$ cat config.mk
export PLATFORM = sky130hd
export DESIGN_NAME = uart_txd_sniffer
export DESIGN_NICKNAME = d
export VERILOG_FILES = /design/src/rtl/uart_txd_sniffer.sv
export SDC_FILE = /design/constraint.sdc
export NUM_CORES = 1
export LEC_CHECK = 0
export CAP_MARGIN = 20
export CELL_PAD_IN_SITES_DETAIL_PLACEMENT = 0
export CELL_PAD_IN_SITES_GLOBAL_PLACEMENT = 1
export CORE_MARGIN = 1
export CORE_UTILIZATION = 39
export CTS_BUF_LIST = sky130_fd_sc_hd__clkbuf_8
export CTS_CLUSTER_SIZE = 24
export DETAILED_ROUTE_END_ITERATION = 8
export PLACE_DENSITY_LB_ADDON = 0.1
export SETUP_SLACK_MARGIN = 0.5
export SYNTH_ARGS = -nofsm -noshare
export SYNTH_HDL_FRONTEND = slang
export SYNTH_SLANG_ARGS = --single-unit
$ cat constraint.sdc
create_clock -name CLK100MHZ -period 3.84 [get_ports CLK100MHZ]
set_clock_uncertainty 0.05 [all_clocks]
set_input_delay 0.768 -clock CLK100MHZ [delete_from_list [all_inputs] [get_ports CLK100MHZ]]
set_output_delay 0.768 -clock CLK100MHZ [all_outputs]
set_load 0.03 [all_outputs]
$ cat src/rtl/uart_txd_sniffer.sv
// UART receive monitor: decodes the uart_txd stream (8N1, or 8E1 when
// UART_SNIFF_PARITY_EN is defined) into bytes buffered in a valid/ready FIFO.
module uart_txd_sniffer #(
  parameter int unsigned CLK_HZ     = 100000000,
  parameter int unsigned BAUD       = 115200,
  parameter int unsigned FIFO_DEPTH = 16
) (
  input  logic                          CLK100MHZ,
  input  logic                          fpga_rst,
  input  logic                          uart_txd,
  output logic [7:0]                    rx_data,
  output logic                          rx_valid,
  input  logic                          rx_ready,
  output logic                          frame_err,
  output logic                          overflow,
  output logic [$clog2(FIFO_DEPTH):0]   fifo_count,
  output logic                          busy
);

  localparam int unsigned DIV   = (CLK_HZ + BAUD / 2) / BAUD;
  localparam int unsigned HALF  = DIV / 2;
  localparam int unsigned CNT_W = $clog2(DIV);
  localparam int unsigned AW    = $clog2(FIFO_DEPTH);
  localparam int unsigned CW    = AW + 1;

  typedef enum logic [2:0] {
    S_IDLE,
    S_START,
    S_DATA,
    S_STOP,
    S_WAIT_HIGH
`ifdef UART_SNIFF_PARITY_EN
    , S_PARITY
`endif
  } state_t;

  state_t             r_state;
  state_t             w_state_next;
  logic [1:0]         r_sync;
  logic               w_s;
  logic [CNT_W-1:0]   r_cnt;
  logic [CNT_W-1:0]   w_cnt_next;
  logic               w_cnt_zero;
  logic [2:0]         r_bit;
  logic [7:0]         r_shift;
  logic               w_bit_clr;
  logic               w_shift_en;
  logic               w_push;
  logic               w_frame_err;
`ifdef UART_SNIFF_PARITY_EN
  logic               r_par_err;
  logic               w_par_chk;
`endif

  logic [7:0]         r_mem [FIFO_DEPTH];
  logic [AW-1:0]      r_wr_ptr;
  logic [AW-1:0]      r_rd_ptr;
  logic [AW-1:0]      w_rd_next;
  logic [CW-1:0]      r_count;
  logic [CW-1:0]      w_count_next;
  logic               w_pop;
  logic               w_full;
  logic               w_wr_en;
  logic               w_drop;
  logic [7:0]         w_head_next;
  logic [7:0]         r_rx_data;
  logic               r_rx_valid;
  logic               r_frame_err;
  logic               r_overflow;
  logic               r_busy;

  // Two-flop synchronizer; idles high so reset never looks like a start bit.
  always_ff @(posedge CLK100MHZ or negedge fpga_rst) begin
    if (!fpga_rst) r_sync <= 2'b11;
    else           r_sync <= {r_sync[0], uart_txd};
  end
  assign w_s        = r_sync[1];
  assign w_cnt_zero = (r_cnt == '0);

  always_ff @(posedge CLK100MHZ or negedge fpga_rst) begin
    if (!fpga_rst) r_state <= S_IDLE;
    else           r_state <= w_state_next;
  end

  always_comb begin
    w_state_next = r_state;
    case (r_state)
      S_IDLE:      if (!w_s) w_state_next = S_START;
      S_START:     if (w_cnt_zero) w_state_next = w_s ? S_IDLE : S_DATA;
      S_DATA: begin
        if (w_cnt_zero && r_bit == 3'd7) begin
`ifdef UART_SNIFF_PARITY_EN
          w_state_next = S_PARITY;
`else
          w_state_next = S_STOP;
`endif
        end
      end
`ifdef UART_SNIFF_PARITY_EN
      S_PARITY:    if (w_cnt_zero) w_state_next = S_STOP;
`endif
      S_STOP:      if (w_cnt_zero) w_state_next = w_s ? S_IDLE : S_WAIT_HIGH;
      S_WAIT_HIGH: if (w_s) w_state_next = S_IDLE;
      default:     w_state_next = S_IDLE;
    endcase
  end

  // Baud counter reloads and per-state sample strobes.
  always_comb begin
    w_cnt_next  = w_cnt_zero ? r_cnt : r_cnt - CNT_W'(1);
    w_bit_clr   = 1'b0;
    w_shift_en  = 1'b0;
    w_push      = 1'b0;
    w_frame_err = 1'b0;
`ifdef UART_SNIFF_PARITY_EN
    w_par_chk   = 1'b0;
`endif
    case (r_state)
      S_IDLE: begin
        if (!w_s) begin
          w_cnt_next = CNT_W'(HALF - 1);
          w_bit_clr  = 1'b1;
        end
      end
      S_START: begin
        if (w_cnt_zero && !w_s) w_cnt_next = CNT_W'(DIV - 1);
      end
      S_DATA: begin
        if (w_cnt_zero) begin
          w_shift_en = 1'b1;
          w_cnt_next = CNT_W'(DIV - 1);
        end
      end
`ifdef UART_SNIFF_PARITY_EN
      S_PARITY: begin
        if (w_cnt_zero) begin
          w_par_chk  = 1'b1;
          w_cnt_next = CNT_W'(DIV - 1);
        end
      end
      S_STOP: begin
        if (w_cnt_zero) begin
          w_push      = w_s & ~r_par_err;
          w_frame_err = ~w_s | r_par_err;
        end
      end
`else
      S_STOP: begin
        if (w_cnt_zero) begin
          w_push      = w_s;
          w_frame_err = ~w_s;
        end
      end
`endif
      default: ;
    endcase
  end

  always_ff @(posedge CLK100MHZ or negedge fpga_rst) begin
    if (!fpga_rst) begin
      r_cnt   <= '0;
      r_bit   <= '0;
      r_shift <= '0;
    end else begin
      r_cnt <= w_cnt_next;
      if (w_bit_clr)       r_bit <= '0;
      else if (w_shift_en) r_bit <= r_bit + 3'd1;
      if (w_shift_en) r_shift <= {w_s, r_shift[7:1]};
    end
  end

`ifdef UART_SNIFF_PARITY_EN
  // Even parity: the received parity bit must equal the XOR of the data bits.
  always_ff @(posedge CLK100MHZ or negedge fpga_rst) begin
    if (!fpga_rst)      r_par_err <= 1'b0;
    else if (w_bit_clr) r_par_err <= 1'b0;
    else if (w_par_chk) r_par_err <= w_s ^ (^r_shift);
  end
`endif

  assign w_pop     = r_rx_valid & rx_ready;
  assign w_full    = (r_count == CW'(FIFO_DEPTH));
  assign w_wr_en   = w_push & (~w_full | w_pop);
  assign w_drop    = w_push & w_full & ~w_pop;
  assign w_rd_next = w_pop ? r_rd_ptr + AW'(1) : r_rd_ptr;

  always_comb begin
    w_count_next = r_count;
    case ({w_wr_en, w_pop})
      2'b10:   w_count_next = r_count + CW'(1);
      2'b01:   w_count_next = r_count - CW'(1);
      default: w_count_next = r_count;
    endcase
  end

  // Head bypass: a byte written into an otherwise empty FIFO becomes the head directly.
  assign w_head_next = (w_wr_en && r_wr_ptr == w_rd_next) ? r_shift : r_mem[w_rd_next];

  always_ff @(posedge CLK100MHZ) begin
    if (w_wr_en) r_mem[r_wr_ptr] <= r_shift;
  end

  always_ff @(posedge CLK100MHZ or negedge fpga_rst) begin
    if (!fpga_rst) begin
      r_wr_ptr    <= '0;
      r_rd_ptr    <= '0;
      r_count     <= '0;
      r_rx_data   <= '0;
      r_rx_valid  <= 1'b0;
      r_frame_err <= 1'b0;
      r_overflow  <= 1'b0;
      r_busy      <= 1'b0;
    end else begin
      if (w_wr_en) r_wr_ptr <= r_wr_ptr + AW'(1);
      r_rd_ptr    <= w_rd_next;
      r_count     <= w_count_next;
      if (w_count_next != '0) r_rx_data <= w_head_next;
      r_rx_valid  <= (w_count_next != '0);
      r_frame_err <= w_frame_err;
      if (w_drop) r_overflow <= 1'b1;
      r_busy      <= (w_state_next != S_IDLE);
    end
  end

  assign rx_data    = r_rx_data;
  assign rx_valid   = r_rx_valid;
  assign frame_err  = r_frame_err;
  assign overflow   = r_overflow;
  assign fifo_count = r_count;
  assign busy       = r_busy;

endmodule

==> results.json, run 1 <==
{
  "cp_num_buf_inv": 1,
  "drc": 0,
  "setup_violations": 0,
  "stdcell_count": 866,
  "cts_tree": "yes",
  "fmax_mhz": 274,
  "seq_area_frac_synth_pct": 65.8,
  "grt_overflow_total": 0,
  "yosysTopAreaCellShare_pct": 49.4,
  "async_flop_share_pct": 28.5,
  "maxCapViolations": 0,
  "critPathLaunchType": "flip-flop",
  "p_leak_nw": 3.68,
  "slowest_stage": "or4_4",
  "period_minus_slack_ns": 3.65,
  "worstPathRequired_ns": 4.15,
  "critPathKind": "flip-flop to flip-flop",
  "gp_congestion": 0.767,
  "grt_pass1_vias": 4806,
  "syn_inst": 544,
  "grt_first_pass_wirelength_um": 28900,
  "fin_ws_ns": 0.190,
  "cts_buffers": 17,
  "path_max_fanout": 4,
  "max-slew-margin-rel_pct": 39.4,
  "pre_cts_ws_ns": 0.148,
  "cts_hold_buf": 0,
  "final_core_util_pct": 45.7,
  "start_util_pct": 39.9,
  "synth_nets": 558,
  "synth.largest_area_cell": "edfxtp_1",
  "status": "complete, no violations",
  "crit_arrival_ns": 3.96,
  "final_nets": 602,
  "synth.most_common_cell": "edfxtp_1",
  "dieArea_mm2": 0.0205,
  "slowest_delay_ns": 0.53,
  "area_delta_synth_final_pct": 14.6,
  "gr-usage-all-layers_pct": 19.9,
  "port_buffers": 20,
  "cp_common_cell": "or3_4",
  "dp.cells": 828,
  "design.core.area_mm2": 0.0195,
  "hold_ws_ns": 0.0793,
  "stdcell_area_mm2": 0.00892,
  "io_pins": 21,
  "synth_cell_types": 47,
  "drive_gt1_share_pct": 23.5,
  "rsz0062_at_grt": "yes",
  "critPathTopFamily": "simple AND/OR/NAND/NOR gates",
  "htreeDepth": 4,
  "ant_nets": 0,
  "wirelength_um": 19000,
  "p_per_area_mw_per_mm2": 621,
  "synth_edf_count": 128,
  "tightest_slew_ns": 0.901,
  "cts_sinks": 179,
  "antenna_cells": 0,
  "grt_max_degree": 44,
  "crit_chain": "or4_4 -> or3_4 -> or3_4 -> nand2_4 -> xnor2_2 -> ha_4 -> and2_1 -> mux2_4 -> xor2_4 -> a2111oi_4 -> buf_4 -> mux2_2",
  "wire_per_inst_um": 22.0,
  "rows": 51,
  "clockBufferDepth": 2,
  "fillers": 1768,
  "tns_ns": 0,
  "hold_viol_final": 0,
  "p_total_mw": 5.54,
  "viasPerCell": 5.43,
  "ys_warn_count": 0,
  "hold_path_class": "input port to async pin",
  "period_share_pct": 95.0,
  "cts_root_buffer": "clkbuf_8",
  "synth_ff_type": "edfxtp_1",
  "peakVddDrop_v": 0.000521,
  "postPlaceCellArea_mm2": 0.00844,
  "die_x_um": 143,
  "antenna_found_initial": 0,
  "cp-end-kind": "flip-flop",
  "dr.pass1.iters": 4,
  "initialDrtViolationCount": 309,
  "syn_avg_cell_area_um2": 14.3,
  "syn_area_mm2": 0.00778,
  "fp.dieH_um": 143,
  "vias": 4699,
  "ys_ff_latch": 179,
  "cts.clk_slew.worst_paths_ns": 0.10,
  "ys_top_cells_by_area": "edfxtp_1, dfrtp_1, mux2_2",
  "hpwl_um": 11900,
  "maxSlewViolCount": 0,
  "clock_latency_ns": 0.46,
  "synth_common_cells": "edfxtp_1, mux2_2, dfrtp_1"
}
[area by class of cell]
cell class | instances | area [um2] | share of cell area (%)
clock buffer | 18 | 248 | 2.78
multi-input combinational | 323 | 2600 | 29.2
inverter | 13 | 48.8 | 0.547
tap | 265 | 332 | 3.72
timing repair buffer | 54 | 479 | 5.37
sequential | 179 | 5120 | 57.4
clock inverter | 14 | 87.6 | 0.982
[metal layers]
layer  routed length (um)  up-vias  track usage, %  part of all wire [%]
met2                 9190      103            32.2                    48
met4                  402        0            6.94                   2.1
li1                     -     2178               -                     -
met5                    0        -               0                     0
met1                 8610     2399            26.1                    45
met3                  840       19            4.73                   4.4
[where the power goes]
group | switching (mW) | internal [mW] | total (mW)
logic | 1.22 | 0.916 | 2.14
clock network | 0.680 | 0.462 | 1.14
registers | 0.110 | 2.15 | 2.26
total | 2.01 | 3.53 | 5.54
[cells in the final DEF (no fill, tap or decap), drive strengths merged, types with 2 or more instances in the layout]
cell | netlist | layout
nor4 | 4 | 4
or3b | 2 | 2
inv | 12 | 20
a211o | 32 | 32
buf | 8 | 35
edfxtp | 128 | 128
mux2 | 57 | 57
clkbuf | 21 | 18
nor3b | 2 | 2
or4 | 2 | 2
mux2i | 5 | 5
and3 | 36 | 36
o211ai | 34 | 34
a21boi | 2 | 2
nand2 | 21 | 21
ha | 10 | 10
nor4b | 2 | 2
nor2b | 2 | 2
dfstp | 2 | 2
nand3 | 9 | 9
nor3 | 7 | 7
dfrtp | 49 | 49
xor2 | 7 | 7
nor2 | 16 | 16
nand2b | 3 | 3
o21ai | 8 | 8
and2 | 8 | 8
a21oi | 11 | 11
nand4 | 12 | 12
a21bo | 2 | 2
clkdlybuf4s50 | 0 | 19
nand3b | 4 | 4
xnor2 | 10 | 10
clkinv | 1 | 6
or3 | 8 | 8
[registers in the layout, indices dropped and copies added, names as in the netlist]
register	count
r_state	3
frame_err	1
r_shift	8
r_wr_ptr	4
r_rd_ptr	4
rx_valid	1
r_sync	2
r_mem	128
r_cnt	10
rx_data	8
overflow	1
r_bit	3
busy	1
fifo_count	5
[worst paths after layout]
check	endpoint	cells after the start	start	slack, ns
max	rx_data[4]	12	r_cnt[6]	0.19
min	rx_valid	1	fpga_rst	0.08
max reg2reg	rx_data[4]	12	r_cnt[6]	0.19
min reg2reg	r_sync[1]	0	r_sync[0]	0.32
max in group asynchronous	r_sync[1]	2	fpga_rst	3.13
min in group CLK100MHZ	r_sync[1]	0	r_sync[0]	0.32
[logic make-up after synthesis]
kind of cell / Yosys count / share of synthesized area (%)
mux: 62 / 8.94
buf+inv: 42 / 2.12
simple gates: 140 / 10.3
xor+xnor: 17 / 1.91
flops: 179 / 65.8
compound gates: 94 / 9.31
fa+ha+maj: 10 / 1.61
[worst reg2reg max path: stages, from the launching register on]
cell and delay [ns]:
dfrtp_1 0.39, or4_4 0.53, or3_4 0.34, or3_4 0.40, nand2_4 0.09, xnor2_2 0.07
ha_4 0.18, and2_1 0.13, mux2_4 0.29, xor2_4 0.17, a2111oi_4 0.37, buf_4 0.21
mux2_2 0.33
[timing repair]
item / in CTS / in global routing
setup endpoints to repair: 9 / 15
setup buffers: 2 / 2
cloned: 1 / 0
resized for setup: 6 / 11
hold endpoints to repair: 0 / 0
Power figures use the tool's default switching activity.
==> run 2, diff against run 1 <==
--- a/config.mk
+++ b/config.mk
@@ -13,7 +13,7 @@
 export CTS_BUF_LIST = sky130_fd_sc_hd__clkbuf_8
 export CTS_CLUSTER_SIZE = 24
 export DETAILED_ROUTE_END_ITERATION = 8
-export PLACE_DENSITY_LB_ADDON = 0.1
+export PLACE_DENSITY = 0.7
 export SETUP_SLACK_MARGIN = 0.5
 export SYNTH_ARGS = -nofsm -noshare
 export SYNTH_HDL_FRONTEND = slang
==> results.json, run 2 (synthesis results as in run 1) <==
{
  "pre_cts_ws_ns": 0.170,
  "dr.pass1.iters": 5,
  "crit_arrival_ns": 3.95,
  "cp-end-kind": "flip-flop",
  "rows": 51,
  "htreeDepth": 4,
  "tightest_slew_ns": 0.828,
  "port_buffers": 20,
  "antenna_cells": 0,
  "final_core_util_pct": 45.8,
  "fp.dieH_um": 143,
  "clockBufferDepth": 2,
  "fmax_mhz": 274,
  "hpwl_um": 11900,
  "antenna_found_initial": 0,
  "hold_path_class": "input port to async pin",
  "grt_pass1_vias": 4771,
  "path_max_fanout": 4,
  "cts.clk_slew.worst_paths_ns": 0.10,
  "drive_gt1_share_pct": 24.5,
  "gp_congestion": 0.787,
  "cts_tree": "yes",
  "peakVddDrop_v": 0.000293,
  "wirelength_um": 18400,
  "final_cell_mix": "edfxtp_1, dfrtp_1, mux2_2, buf_4, and3_1",
  "drc": 0,
  "period_share_pct": 95.2,
  "reg_top3": "r_mem x128, r_cnt x10",
  "p_per_area_mw_per_mm2": 607,
  "clock_latency_ns": 0.46,
  "grt_overflow_total": 0,
  "cts_hold_buf": 0,
  "wire_per_inst_um": 21.0,
  "hold_ws_ns": 0.198,
  "stdcell_count": 874,
  "cts_buffers": 17,
  "grt_max_degree": 35,
  "ant_nets": 0,
  "regMostFlops": "r_mem",
  "dieArea_mm2": 0.0205,
  "worstPathRequired_ns": 4.13,
  "io_pins": 21,
  "fin_ws_ns": 0.186,
  "p_total_mw": 5.44,
  "gr-usage-all-layers_pct": 19.0,
  "period_minus_slack_ns": 3.65,
  "tns_ns": 0,
  "maxCapViolations": 0,
  "initialDrtViolationCount": 321,
  "postPlaceCellArea_mm2": 0.00846,
  "viasPerCell": 5.49,
  "area_delta_synth_final_pct": 15.0,
  "rsz0062_at_grt": "yes",
  "hold_viol_final": 0,
  "status": "complete, no violations",
  "maxSlewViolCount": 0,
  "max-slew-margin-rel_pct": 44.8,
  "cts_sinks": 179,
  "dp.cells": 832,
  "vias": 4795,
  "critPathKind": "flip-flop to flip-flop",
  "stdcell_area_mm2": 0.00895,
  "critPathLaunchType": "flip-flop",
  "start_util_pct": 39.9,
  "grt_first_pass_wirelength_um": 28200,
  "die_x_um": 143,
  "final_nets": 610,
  "mostFrequentLayoutCell": "edfxtp_1",
  "largest_reg_flops": 128,
  "p_leak_nw": 3.69,
  "design.core.area_mm2": 0.0195,
  "cts_root_buffer": "clkbuf_8",
  "setup_violations": 0
}
==> run 2: final cells by class <==
type                       instances  area (um2)
fill                            1745       10600
sequential                       179        5120
multi-input combinational        323        2580
timing repair buffer              62         518
tap                              265         332
clock buffer                      17         234
clock inverter                    15         110
inverter                          13        48.8
==> run 2: metal layers <==
layer,global-route usage (%),wire [um],vias up
met4,5.32,191,0
met2,32.1,9320,96
met1,25.0,8250,2485
li1,-,-,2199
met5,0,0,-
met3,3.66,605,15
==> run 2: what timing repair did <==
action                                  in CTS  in global routing
buffers inserted                             6                  3
gates resized for setup                      4                 13
pin swaps                                    7                  4
cloned                                       1                  0
endpoints found under the setup margin       9                 10
==> run 2: path summary, 6_finish.rpt <==
| path | startpoint | endpoint | slack [ns] | depth (start not counted) |
|---|---|---|---|---|
| setup / recovery | r_cnt[7] | rx_data[1] | 0.19 | 12 |
| hold / removal | fpga_rst | r_rd_ptr[2] | 0.20 | 1 |
| setup reg to reg | r_cnt[7] | rx_data[1] | 0.19 | 12 |
| hold reg to reg | r_sync[0] | r_sync[1] | 0.31 | 0 |
| max in group asynchronous | fpga_rst | r_sync[0] | 2.70 | 2 |
| min in group CLK100MHZ | r_sync[0] | r_sync[1] | 0.31 | 0 |
==> run 2: where the power goes <==
part / switching [mW] / internal (mW) / total, mW
logic: 1.10 / 0.920 / 2.02
registers: 0.118 / 2.15 / 2.27
clock network: 0.694 / 0.448 / 1.14
==> run 2: worst max-delay path: stages (launching register included) <==
cell	delay [ns]
dfrtp_1	0.38
or4_4	0.53
or3_4	0.34
or3_4	0.41
nand2_4	0.07
xnor2_2	0.06
ha_2	0.21
and2_4	0.13
mux2_4	0.30
xor2_4	0.17
a2111oi_4	0.37
buf_4	0.22
mux2_4	0.31
